**config.mk**
```make
export PLATFORM = sky130hd
export DESIGN_NAME = if_id_pipe_reg
export DESIGN_NICKNAME = d
export VERILOG_FILES = /design/src/rtl/if_id_pipe_reg.sv
export SDC_FILE = /design/constraint.sdc
export NUM_CORES = 1
export LEC_CHECK = 0
export ABC_CLOCK_PERIOD_IN_PS = 17300
export BUFFER_PORTS_ARGS = -buffer_cell sky130_fd_sc_hd__buf_2
export CAP_MARGIN = 15
export CORE_MARGIN = 4
export CORE_UTILIZATION = 53
export CTS_CLUSTER_SIZE = 24
export DETAILED_ROUTE_END_ITERATION = 6
export PLACE_DENSITY_LB_ADDON = 0.12
export REMOVE_ABC_BUFFERS = 1
export SETUP_SLACK_MARGIN = 0.4
export SYNTH_ARGS = -nofsm -noshare
export SYNTH_HDL_FRONTEND = slang
export SYNTH_SLANG_ARGS = --single-unit
```
**constraint.sdc**
```tcl
create_clock -name clk -period 17.3 [get_ports clk]
set_clock_uncertainty 0.15 [all_clocks]
set_input_delay 3.46 -clock clk [delete_from_list [all_inputs] [get_ports clk]]
set_output_delay 3.46 -clock clk [all_outputs]
set_load 0.1 [all_outputs]
```
**src/rtl/if_id_pipe_reg.sv**
```systemverilog
// IF/ID pipeline register: carries the fetched instruction, its PC and PC+4 into decode,
// with hazard stall (hold), branch flush (NOP bubble) and saturating stall/bubble counters.

// Single D flip-flop with load enable; the primitive every datapath register is built from.
module if_id_dff (
   input  logic clk,
   input  logic reset,
   input  logic rst_val,
   input  logic en,
   input  logic d,
   output logic q
);
   // NOTE: the reset is in the sensitivity list so it acts immediately, not at the next edge.
   always_ff @(posedge clk or posedge reset) begin
      // NOTE: sequential state uses <= so every flop samples pre-edge values regardless of block order.
      if (reset)
         q <= rst_val;
      else if (en)
         q <= d;
   end
endmodule

// W-bit register with enable, one if_id_dff per bit, same construction as the PC register.
module if_id_reg_en #(
   parameter int             W       = 64,
   parameter logic [W-1:0]   RST_VAL = '0
) (
   input  logic         clk,
   input  logic         reset,
   input  logic         en,
   input  logic [W-1:0] d,
   output logic [W-1:0] q
);
   localparam logic [W-1:0] RV = RST_VAL;

   for (genvar i = 0; i < W; i++) begin : g_bit
      if_id_dff u_bit (
         .clk     (clk),
         .reset   (reset),
         .rst_val (RV[i]),
         .en      (en),
         .d       (d[i]),
         .q       (q[i])
      );
   end
endmodule

module if_id_pipe_reg #(
   parameter logic [31:0] NOP_INSTR = 32'hD503201F,
   parameter int          CNT_W     = 16
) (
   input  logic             clk,
   input  logic             reset,
   input  logic [31:0]      if_opcode,
   input  logic [63:0]      if_pc,
   input  logic [63:0]      if_incr4,
   input  logic             stall,
   input  logic             flush,
   output logic [31:0]      id_opcode,
   output logic [63:0]      id_pc,
   output logic [63:0]      id_incr4,
   output logic             id_valid,
   output logic [CNT_W-1:0] stall_count,
   output logic [CNT_W-1:0] bubble_count
);
   logic             load_en;
   logic [31:0]      opcode_d;
   logic [63:0]      pc_d;
   logic [63:0]      incr4_d;
   logic             valid_d;
   logic             stall_en;
   logic             bubble_en;
   logic [CNT_W-1:0] stall_count_d;
   logic [CNT_W-1:0] bubble_count_d;

   // Flush wins over stall: the mux forces the bubble, so X on the fetch inputs never propagates.
   assign load_en  = flush | ~stall;
   assign opcode_d = flush ? NOP_INSTR : if_opcode;
   assign pc_d     = flush ? 64'd0     : if_pc;
   assign incr4_d  = flush ? 64'd0     : if_incr4;
   assign valid_d  = ~flush;

   // Counters stop at all-ones; only reset clears them.
   assign stall_en       = stall & ~flush & ~(&stall_count);
   assign bubble_en      = flush & ~(&bubble_count);
   assign stall_count_d  = stall_count  + CNT_W'(1);
   assign bubble_count_d = bubble_count + CNT_W'(1);

   if_id_reg_en #(.W(32), .RST_VAL(NOP_INSTR)) u_opcode (
      .clk(clk), .reset(reset), .en(load_en), .d(opcode_d), .q(id_opcode)
   );

   if_id_reg_en #(.W(64), .RST_VAL(64'd0)) u_pc (
      .clk(clk), .reset(reset), .en(load_en), .d(pc_d), .q(id_pc)
   );

   if_id_reg_en #(.W(64), .RST_VAL(64'd0)) u_incr4 (
      .clk(clk), .reset(reset), .en(load_en), .d(incr4_d), .q(id_incr4)
   );

   if_id_reg_en #(.W(1), .RST_VAL(1'b0)) u_valid (
      .clk(clk), .reset(reset), .en(load_en), .d(valid_d), .q(id_valid)
   );

   if_id_reg_en #(.W(CNT_W), .RST_VAL('0)) u_stall_cnt (
      .clk(clk), .reset(reset), .en(stall_en), .d(stall_count_d), .q(stall_count)
   );

   if_id_reg_en #(.W(CNT_W), .RST_VAL('0)) u_bubble_cnt (
      .clk(clk), .reset(reset), .en(bubble_en), .d(bubble_count_d), .q(bubble_count)
   );
endmodule

```
**Word level (Yosys, flattened, before mapping)**

Index checks and enable logic that the tools add are counted.

- Bits of input ports: 164
- Logic and storage cells: 208
- Output and inout port bits: 193
- Register bits: 193

- Reduce and logical (&&, ||, !) cells: 2
- Muxes and demuxes: 3
- Add/sub/neg operators: 2
- Bitwise logic cells: 8

Operators by type and width:

| kind | count |
|---|---|
| two-way mux 64 bit | 2 |
| adder 16 x 1 -> 16 bit, second input constant | 2 |
| two-way mux 32 bit | 1 |
| AND reduction 16 bit | 2 |
| NOT 1 bit | 4 |
| bitwise AND 1 bit | 3 |
| OR 1 bit | 1 |

**Logic depth before layout (Yosys ltp)**

Gate-level depths: netlist of the first run.

- Depth in word-level cells: 3
- Gate-level depth with buffers: 6
- Gate-level depth less buffers: 6

**Worst setup path before layout of the first run**

OpenSTA, ideal clock, no wires.

- Path type: input port to flip-flop
- Start: in stall
- End: reg u_stall_cnt.g_bit[13].u_bit.q
- Setup time: 124 ps
- Cell stages on the path: 6
- Slack: 12,525 ps
- Data required time: 17,026 ps
- Path buffers: 1
- Arrival: 4,501 ps
- Path through: clkbuf_1 > and2b_1 > nand4_1 > nor4_2 > nand4_1 > xnor2_1

- Longest elaborated chain between the ends: 2

Ends and longest elaborated chain:

| element | RTL line | text |
|---|---|---|
| start, declared | 57 | `input logic stall,` |
| bitwise AND 1 bit (2 in a row) | 84 | `assign stall_en = stall & ~flush & ~(&stall_count);` |
| end signal, assigned | 17 | `q <= rst_val;` |
| end, declared | 11 | `output logic q` |

Every way passes these cells.
A chain may end at the register's enable or synchronous reset.

**Worst setup path in the final report of the first run**

- Start: in flush
- End: reg u_pc.g_bit[43].u_bit.q

- Longest elaborated chain between the ends: 1
- Elaborated cells between the ends (all ways): 2
- Classes of those cells: mux (1); bitwise (1)

Ends and longest elaborated chain:

| element | RTL line | text |
|---|---|---|
| start, declared | 58 | `input logic flush,` |
| two-way mux 64 bit or OR 1 bit (tied branches) | 79, 77 |  |
| end signal, assigned | 17 |  |
| end, declared | 11 |  |

Several ways; a longest one is shown, not always the timed one.

==> results.cfg, run 1 <==
[outcome]
status = finished clean

[placed_design]
io_buffers = 356
placed_area_um2 = 9890
gp_congestion = 0.808
detailed_place_hpwl_um = 15500
place_inst = 1205

[synth]
synth_cells = 849
synth_seq_area_share_pct = 51.7
synth-seq-cells = 193
synth-async-reset-ratio_pct = 100
synthDistinctLibCells = 32
avgSynthCellArea_um2 = 11.0
synth_warnings = 0
synth_edf_count = 0
synth_ff_type = dfrtp_1
netlist_area_um2 = 9370

[grt]
grt_max_degree = 128
grt_pass1_wl_um = 33900
grt_overflow_total = 0
first_global_vias = 6113
grt_usage_pct = 21.5
antenna_found_initial = 3

[clock_tree]
cts_made_buffers = 17
post-cts-setup-buffers = 0
cts_buffer_depth = 2
cts_sinks = 193
htreeDepth = 4
ctsResizeCount = 0
root_buffer = clkbuf_16
path_clk_slew_ns = 0.07
clk_latency_ns = 0.42
tritoncts = done
cts_hold_buffers = 0

[hold_path]
min_from = u_stall_cnt.g_bit[15].u_bit.q$_DFFE_PP0P_
min_path_type = register to register

[setup_path]
critPathTopFamily = buffers and inverters
cp_common_cell = buf_4
reg2reg_slack_ns = 15.37
cp.arrival_ns = 5.24
worst_setup_path_start_kind = input pin
cp_slowest_stage_delay_ns = 0.79
endpoint_kind = register
critPathBufInv = 3
worstSetupStartpoint = flush
slowest_stage = buf_4
worstSetupPathType = input pin to register
cp.required_ns = 17.42
crit_fanout = 88
worstReg2RegStart = u_bubble_cnt.g_bit[14].u_bit.q$_DFFE_PP0P_
path_cells = buf_4 -> buf_4 -> buf_4 -> nor2_1

[timing]
final.min_clock_period_ns = 5.13
finalSetupViolations = 0
max_slew.worst_pin.slew_ns = 1.05
slew_headroom_pct = 30.2
setup_tns_ns = 0
rsz0062_at_grt = false
fin_crit_sh_pct = 29.6
slew_violations = 0
max_freq_mhz = 195
hold_viol = 0

[power]
combPwrFrac_pct = 31.5
leakage_nw = 5.89
pwr-share-clk_pct = 29.5
vdd_drop_max_v = 0.000180
p_sw_share_pct = 41.0
switchingPower_mw = 0.547
power_density_nw_per_um2 = 127
internal_power_mw = 0.787
seqPwrFrac_pct = 39.0
power.total_mw = 1.33

[job]
cap_violations = 0

[floorplan]
core-area_um2 = 17300
die_x_um = 141
initial_utilization_pct = 54.2
dieArea_um2 = 19900
ios = 357
die_h_um = 141
rows = 48

[detailed_routing]
wire_per_inst_um = 17.2
wl_um = 21300
route.vias.total = 6025
drc = 0
vias_per_cell = 4.86
drtPass1Iterations = 4
antenna_left = 0
drt-initial-drc-count = 222

[layout]
final_nets = 1165
fin_area_um2 = 10500
finalNonFillerCells = 1239
nFillCells = 1449
area_growth_pct = 11.8
drive_gt1_share_pct = 40.9
worst paths after layout:
| check | endpoint | depth (start not counted) |
|---|---|---|
| worst max-delay path | u_pc.g_bit[43].u_bit.q$_DFFE_PP0P_ | 4 |
| worst min-delay path | u_stall_cnt.g_bit[15].u_bit.q$_DFFE_PP0P_ | 1 |
| worst max register to register | u_bubble_cnt.g_bit[1].u_bit.q$_DFFE_PP0P_ | 4 |
| worst min register to register | u_stall_cnt.g_bit[15].u_bit.q$_DFFE_PP0P_ | 1 |
| max in group asynchronous | u_incr4.g_bit[60].u_bit.q$_DFFE_PP0P_ | 3 |
| min in group asynchronous | u_incr4.g_bit[42].u_bit.q$_DFFE_PP0P_ | 2 |
registers in the layout, summed over array words and instances, names as in the netlist:
signal and count:
u_incr4.g_bit.u_bit.q 64, u_valid.g_bit.u_bit.q 1, u_stall_cnt.g_bit.u_bit.q 16, u_opcode.g_bit.u_bit.q 32, u_pc.g_bit.u_bit.q 64, u_bubble_cnt.g_bit.u_bit.q 16
cell type report:
cell class | count | area (um2) | area share [%]
clock buffer | 21 | 460 | 4.39
sequential | 193 | 4850 | 46.2
inverter | 3 | 18.8 | 0.179
timing repair buffer | 361 | 1830 | 17.5
clock inverter | 11 | 128 | 1.22
tap | 225 | 282 | 2.69
antenna | 2 | 5.00 | 0.0478
multi-input combinational | 423 | 2910 | 27.8
cell usage in the layout (no fill, tap or decap), types with 2 or more instances in the layout:
| cell type | instances |
|---|---|
| a211o_1 | 13 |
| a21oi_1 | 2 |
| and3_1 | 2 |
| buf_2 | 354 |
| buf_4 | 6 |
| bufinv_16 | 2 |
| clkbuf_1 | 2 |
| clkbuf_16 | 17 |
| clkbuf_8 | 3 |
| clkinv_2 | 3 |
| clkinvlp_4 | 2 |
| dfrtp_1 | 180 |
| dfstp_2 | 13 |
| diode_2 | 2 |
| ha_1 | 2 |
| inv_1 | 2 |
| inv_6 | 3 |
| inv_8 | 2 |
| mux2_2 | 3 |
| mux2i_1 | 147 |
| nand2_1 | 13 |
| nand3_1 | 12 |
| nand4_1 | 11 |
| nand4_2 | 2 |
| nor2_1 | 154 |
| nor2b_1 | 13 |
| nor3_1 | 11 |
| xnor2_1 | 17 |
| xor2_1 | 10 |
metrics by stage:
step	setup slack [ns]	util, %	hold slack (ns)
2_1_floorplan	8.46	-	0.690
3_3_place_gp	11.71	57.2	0.335
3_5_place_dp	11.70	57.2	0.333
4_1_cts	12.14	60.6	0.346
5_1_grt	11.97	60.6	0.358
6_report	12.17	60.6	0.343
logic make-up after synthesis:
| kind of cell | count (synthesis) | share of synthesized area, % |
|---|---|---|
| AO/OA/AOI/OAI | 18 | 1.54 |
| XOR/XNOR | 27 | 2.52 |
| adder cells (fa/ha/maj) | 2 | 0.267 |
| buffers and inverters | 233 | 17.2 |
| flip-flops | 193 | 51.7 |
| multiplexers | 150 | 16.1 |
| AND/OR/NAND/NOR | 226 | 10.7 |
cell usage after synthesis (3+ instances only):
library cell	count	area (um2)
a211o_1	13	114
buf_2	15	75.1
buf_4	192	1440
clkbuf_1	23	86.3
dfrtp_1	180	4500
dfstp_2	13	342
inv_1	3	11.3
mux2_2	3	33.8
mux2i_1	147	1470
nand2_1	13	48.8
nand3_1	12	60.1
nand4_1	11	68.8
nor2_1	154	578
nor2b_1	13	81.3
nor3_1	11	55.1
xnor2_1	17	149
xor2_1	10	87.6
power by group through the flow:
stage | clock network (mW) | logic [mW] | registers [mW]
2_1_floorplan | 0 | 0.0635 | 0.791
3_3_place_gp | 0 | 0.422 | 0.527
3_5_place_dp | 0 | 0.423 | 0.528
4_1_cts | 0.401 | 0.424 | 0.521
5_1_grt | 0.423 | 0.439 | 0.528
6_report | 0.393 | 0.420 | 0.521
per-layer routing:
| layer | vias to the layer above | GRT usage, % | share of wire [%] |
|---|---|---|---|
| met2 | 239 | 35.2 | 49 |
| met3 | 51 | 5.43 | 7.0 |
| met1 | 2831 | 27.3 | 40 |
| li1 | 2902 | - | - |
| met4 | 2 | 9.18 | 3.7 |
| met5 | - | 0 | 0.033 |
Note: power is estimated with default switching activity, not from simulation.
==> run 2: changes to the inputs <==
- ABC_AREA: unset -> 1
- ABC_CLOCK_PERIOD_IN_PS: 17300 -> 4700
- CORE_UTILIZATION: 53 -> 44
- clock period: 17.3 -> 4.7 ns (I/O delays scaled with it)
==> run 2 against run 1 <==
  * Area after synthesis fell by 2.9%
  * Largest power group unchanged
  * Flip-flop and latch count unchanged
  * Global-route usage fell by 1.9 points
  * Critical path type is now register to primary output
  * Worst hold slack worse by 0.0027 ns
  * Highest routed layer is now met4
==> results.cfg, run 2 <==
[setup_path]
path_cells = buf_2
critPathTopFamily = flip-flops
slowest_stage = dfrtp_1
r2r_end = u_bubble_cnt.g_bit[10].u_bit.q$_DFFE_PP0P_
worstSetupPathType = register to primary output
crit_path_end = bubble_count[0]
worstSetupStartpoint = u_bubble_cnt.g_bit[0].u_bit.q$_DFFE_PP0P_
r2r_cells = 8
worstReg2RegStart = u_bubble_cnt.g_bit[0].u_bit.q$_DFFE_PP0P_
reg2reg_slack_ns = 2.57
worst_setup_path_start_kind = register
cp_slowest_stage_delay_ns = 0.49
path_depth = 1
critPathBufInv = 1
endpoint_kind = primary output
cp.arrival_ns = 1.40
crit_fanout = 8
cp.required_ns = 3.61

[layout]
final_nets = 1161
final_common_cell = buf_2
reg_top3 = u_incr4.g_bit.u_bit.q (64), u_pc.g_bit.u_bit.q (64), u_opcode.g_bit.u_bit.q (32)
drive_gt1_share_pct = 42.6
final_util_pct = 50.5
area_growth_pct = 12.7
layout_common_cells = 356 x buf_2, 180 x dfrtp_1, 147 x a22o_1

[synth]
yosys.area.top_type_share_pct = 49.5
synth_edf_count = 0
netlist_area_um2 = 9100
synth_seq_area_share_pct = 53.3
avgSynthCellArea_um2 = 10.8
yosysTopAreaCell = dfrtp_1
synth_warnings = 0
synthDistinctLibCells = 26
synth-async-reset-ratio_pct = 100
synth_commonest_cells = 193 x buf_4, 180 x dfrtp_1, 147 x a22o_1, 118 x nand2_1, 37 x nor2_1
synth_most_common_cell = buf_4
synth_ff_type = dfrtp_1
synth.area.top_cells = dfrtp_1 50%, buf_4 16%, a22o_1 14%
synth-seq-cells = 193
synth_cells = 844

[detailed_routing]
route.vias.total = 6284
wire_per_inst_um = 18.1
wl_um = 23100
antenna_left = 0
vias_per_cell = 4.91
drc = 0
drtPass1Iterations = 4
drt-initial-drc-count = 325

[floorplan]
initial_utilization_pct = 44.8
rows = 52
ios = 357
die_h_um = 152
die_x_um = 152
core-area_um2 = 20300
dieArea_um2 = 23000

[timing]
holdWs_ns = 0.340
rsz0062_at_grt = false
layout_setup_ws_ns = 2.21
slew_headroom_pct = 44.5
hold_viol = 0
max_slew.worst_pin.slew_ns = 0.829
slew_violations = 0
max_freq_mhz = 401
setup_tns_ns = 0
finalSetupViolations = 0
final.min_clock_period_ns = 2.49
fin_crit_sh_pct = 53.0

[clock_tree]
tritoncts = done
cts_sinks = 193
clk_latency_ns = 0.43
cts_buffer_depth = 2
cts_hold_buffers = 0
post-cts-setup-buffers = 0
root_buffer = clkbuf_16
ctsResizeCount = 0
path_clk_slew_ns = 0.08
cts_made_buffers = 17
htreeDepth = 4

[job]
cap_violations = 0

[grt]
grt_overflow_total = 0
grt_pass1_wl_um = 34600
first_global_vias = 6118
grt_usage_pct = 19.6
grt_max_degree = 135
antenna_found_initial = 2

[placed_design]
gp_congestion = 0.787
detailed_place_hpwl_um = 16400
place_ws_ns = 1.78
io_buffers = 356

[power]
power.total_mw = 4.73
leakage_nw = 5.49
vdd_drop_max_v = 0.000219
power_density_nw_per_um2 = 462

[hold_path]
min_path_type = register to register

[outcome]
status = finished clean
run 2: layout make-up:
class / count / area [um2]
Antenna cell: 2 / 5.00
Clock buffer: 18 / 429
Clock inverter: 14 / 150
Fill cell: 1938 / 10000
Inverter: 35 / 139
Multi-Input combinational cell: 388 / 2500
Sequential cell: 193 / 4850
Tap cell: 270 / 338
Timing Repair Buffer: 360 / 1850
run 2: kinds of logic (layout without fill, tap and decap cells):
| logic type | after synthesis | after routing | share of synthesized area (%) |
|---|---|---|---|
| AOI/OAI and AO/OA | 179 | 179 | 16.7 |
| xor gates and xnor gates | 7 | 7 | 0.674 |
| adders and majority gates | 2 | 2 | 0.275 |
| buffers and inverters | 263 | 427 | 19.4 |
| DFF | 193 | 193 | 53.3 |
| other | 0 | 2 | 0 |
| and+or+nand+nor | 200 | 200 | 9.64 |
run 2: power breakdown:
group | total [mW] | switching (mW) | internal (mW)
Sequential | 1.90 | 0.116 | 1.79
Clock | 1.41 | 0.706 | 0.709
Combinational | 1.42 | 1.17 | 0.245
run 2: worst min-delay path by stage:
stage	from	to	depth (start not counted)
floorplan	u_opcode.g_bit[0].u_bit.q$_DFFE_PP1P_	u_opcode.g_bit[0].u_bit.q$_DFFE_PP1P_	1
global placement	u_incr4.g_bit[4].u_bit.q$_DFFE_PP0P_	u_incr4.g_bit[4].u_bit.q$_DFFE_PP0P_	1
detailed placement	u_incr4.g_bit[12].u_bit.q$_DFFE_PP0P_	u_incr4.g_bit[12].u_bit.q$_DFFE_PP0P_	1
CTS	u_pc.g_bit[52].u_bit.q$_DFFE_PP0P_	u_pc.g_bit[52].u_bit.q$_DFFE_PP0P_	1
global route	u_pc.g_bit[22].u_bit.q$_DFFE_PP0P_	u_pc.g_bit[22].u_bit.q$_DFFE_PP0P_	1
finish	u_pc.g_bit[52].u_bit.q$_DFFE_PP0P_	u_pc.g_bit[52].u_bit.q$_DFFE_PP0P_	1
run 2: per-layer routing:
metal	track usage [%]	vias to the layer above	routed length (um)	share of wire, %
met5	0	-	0	0
met4	5.66	0	354	1.5
met3	6.51	24	1770	7.7
li1	-	3005	-	-
met2	32.0	216	11600	50
met1	24.9	3039	9430	41
run 2: through the flow:
stage               cells  instance area (um2)
CTS                  1278                10200
global route         1280                10300
global placement     1246                 9670
finish               1280                10300
detailed placement   1246                 9670
floorplan             616                 7460
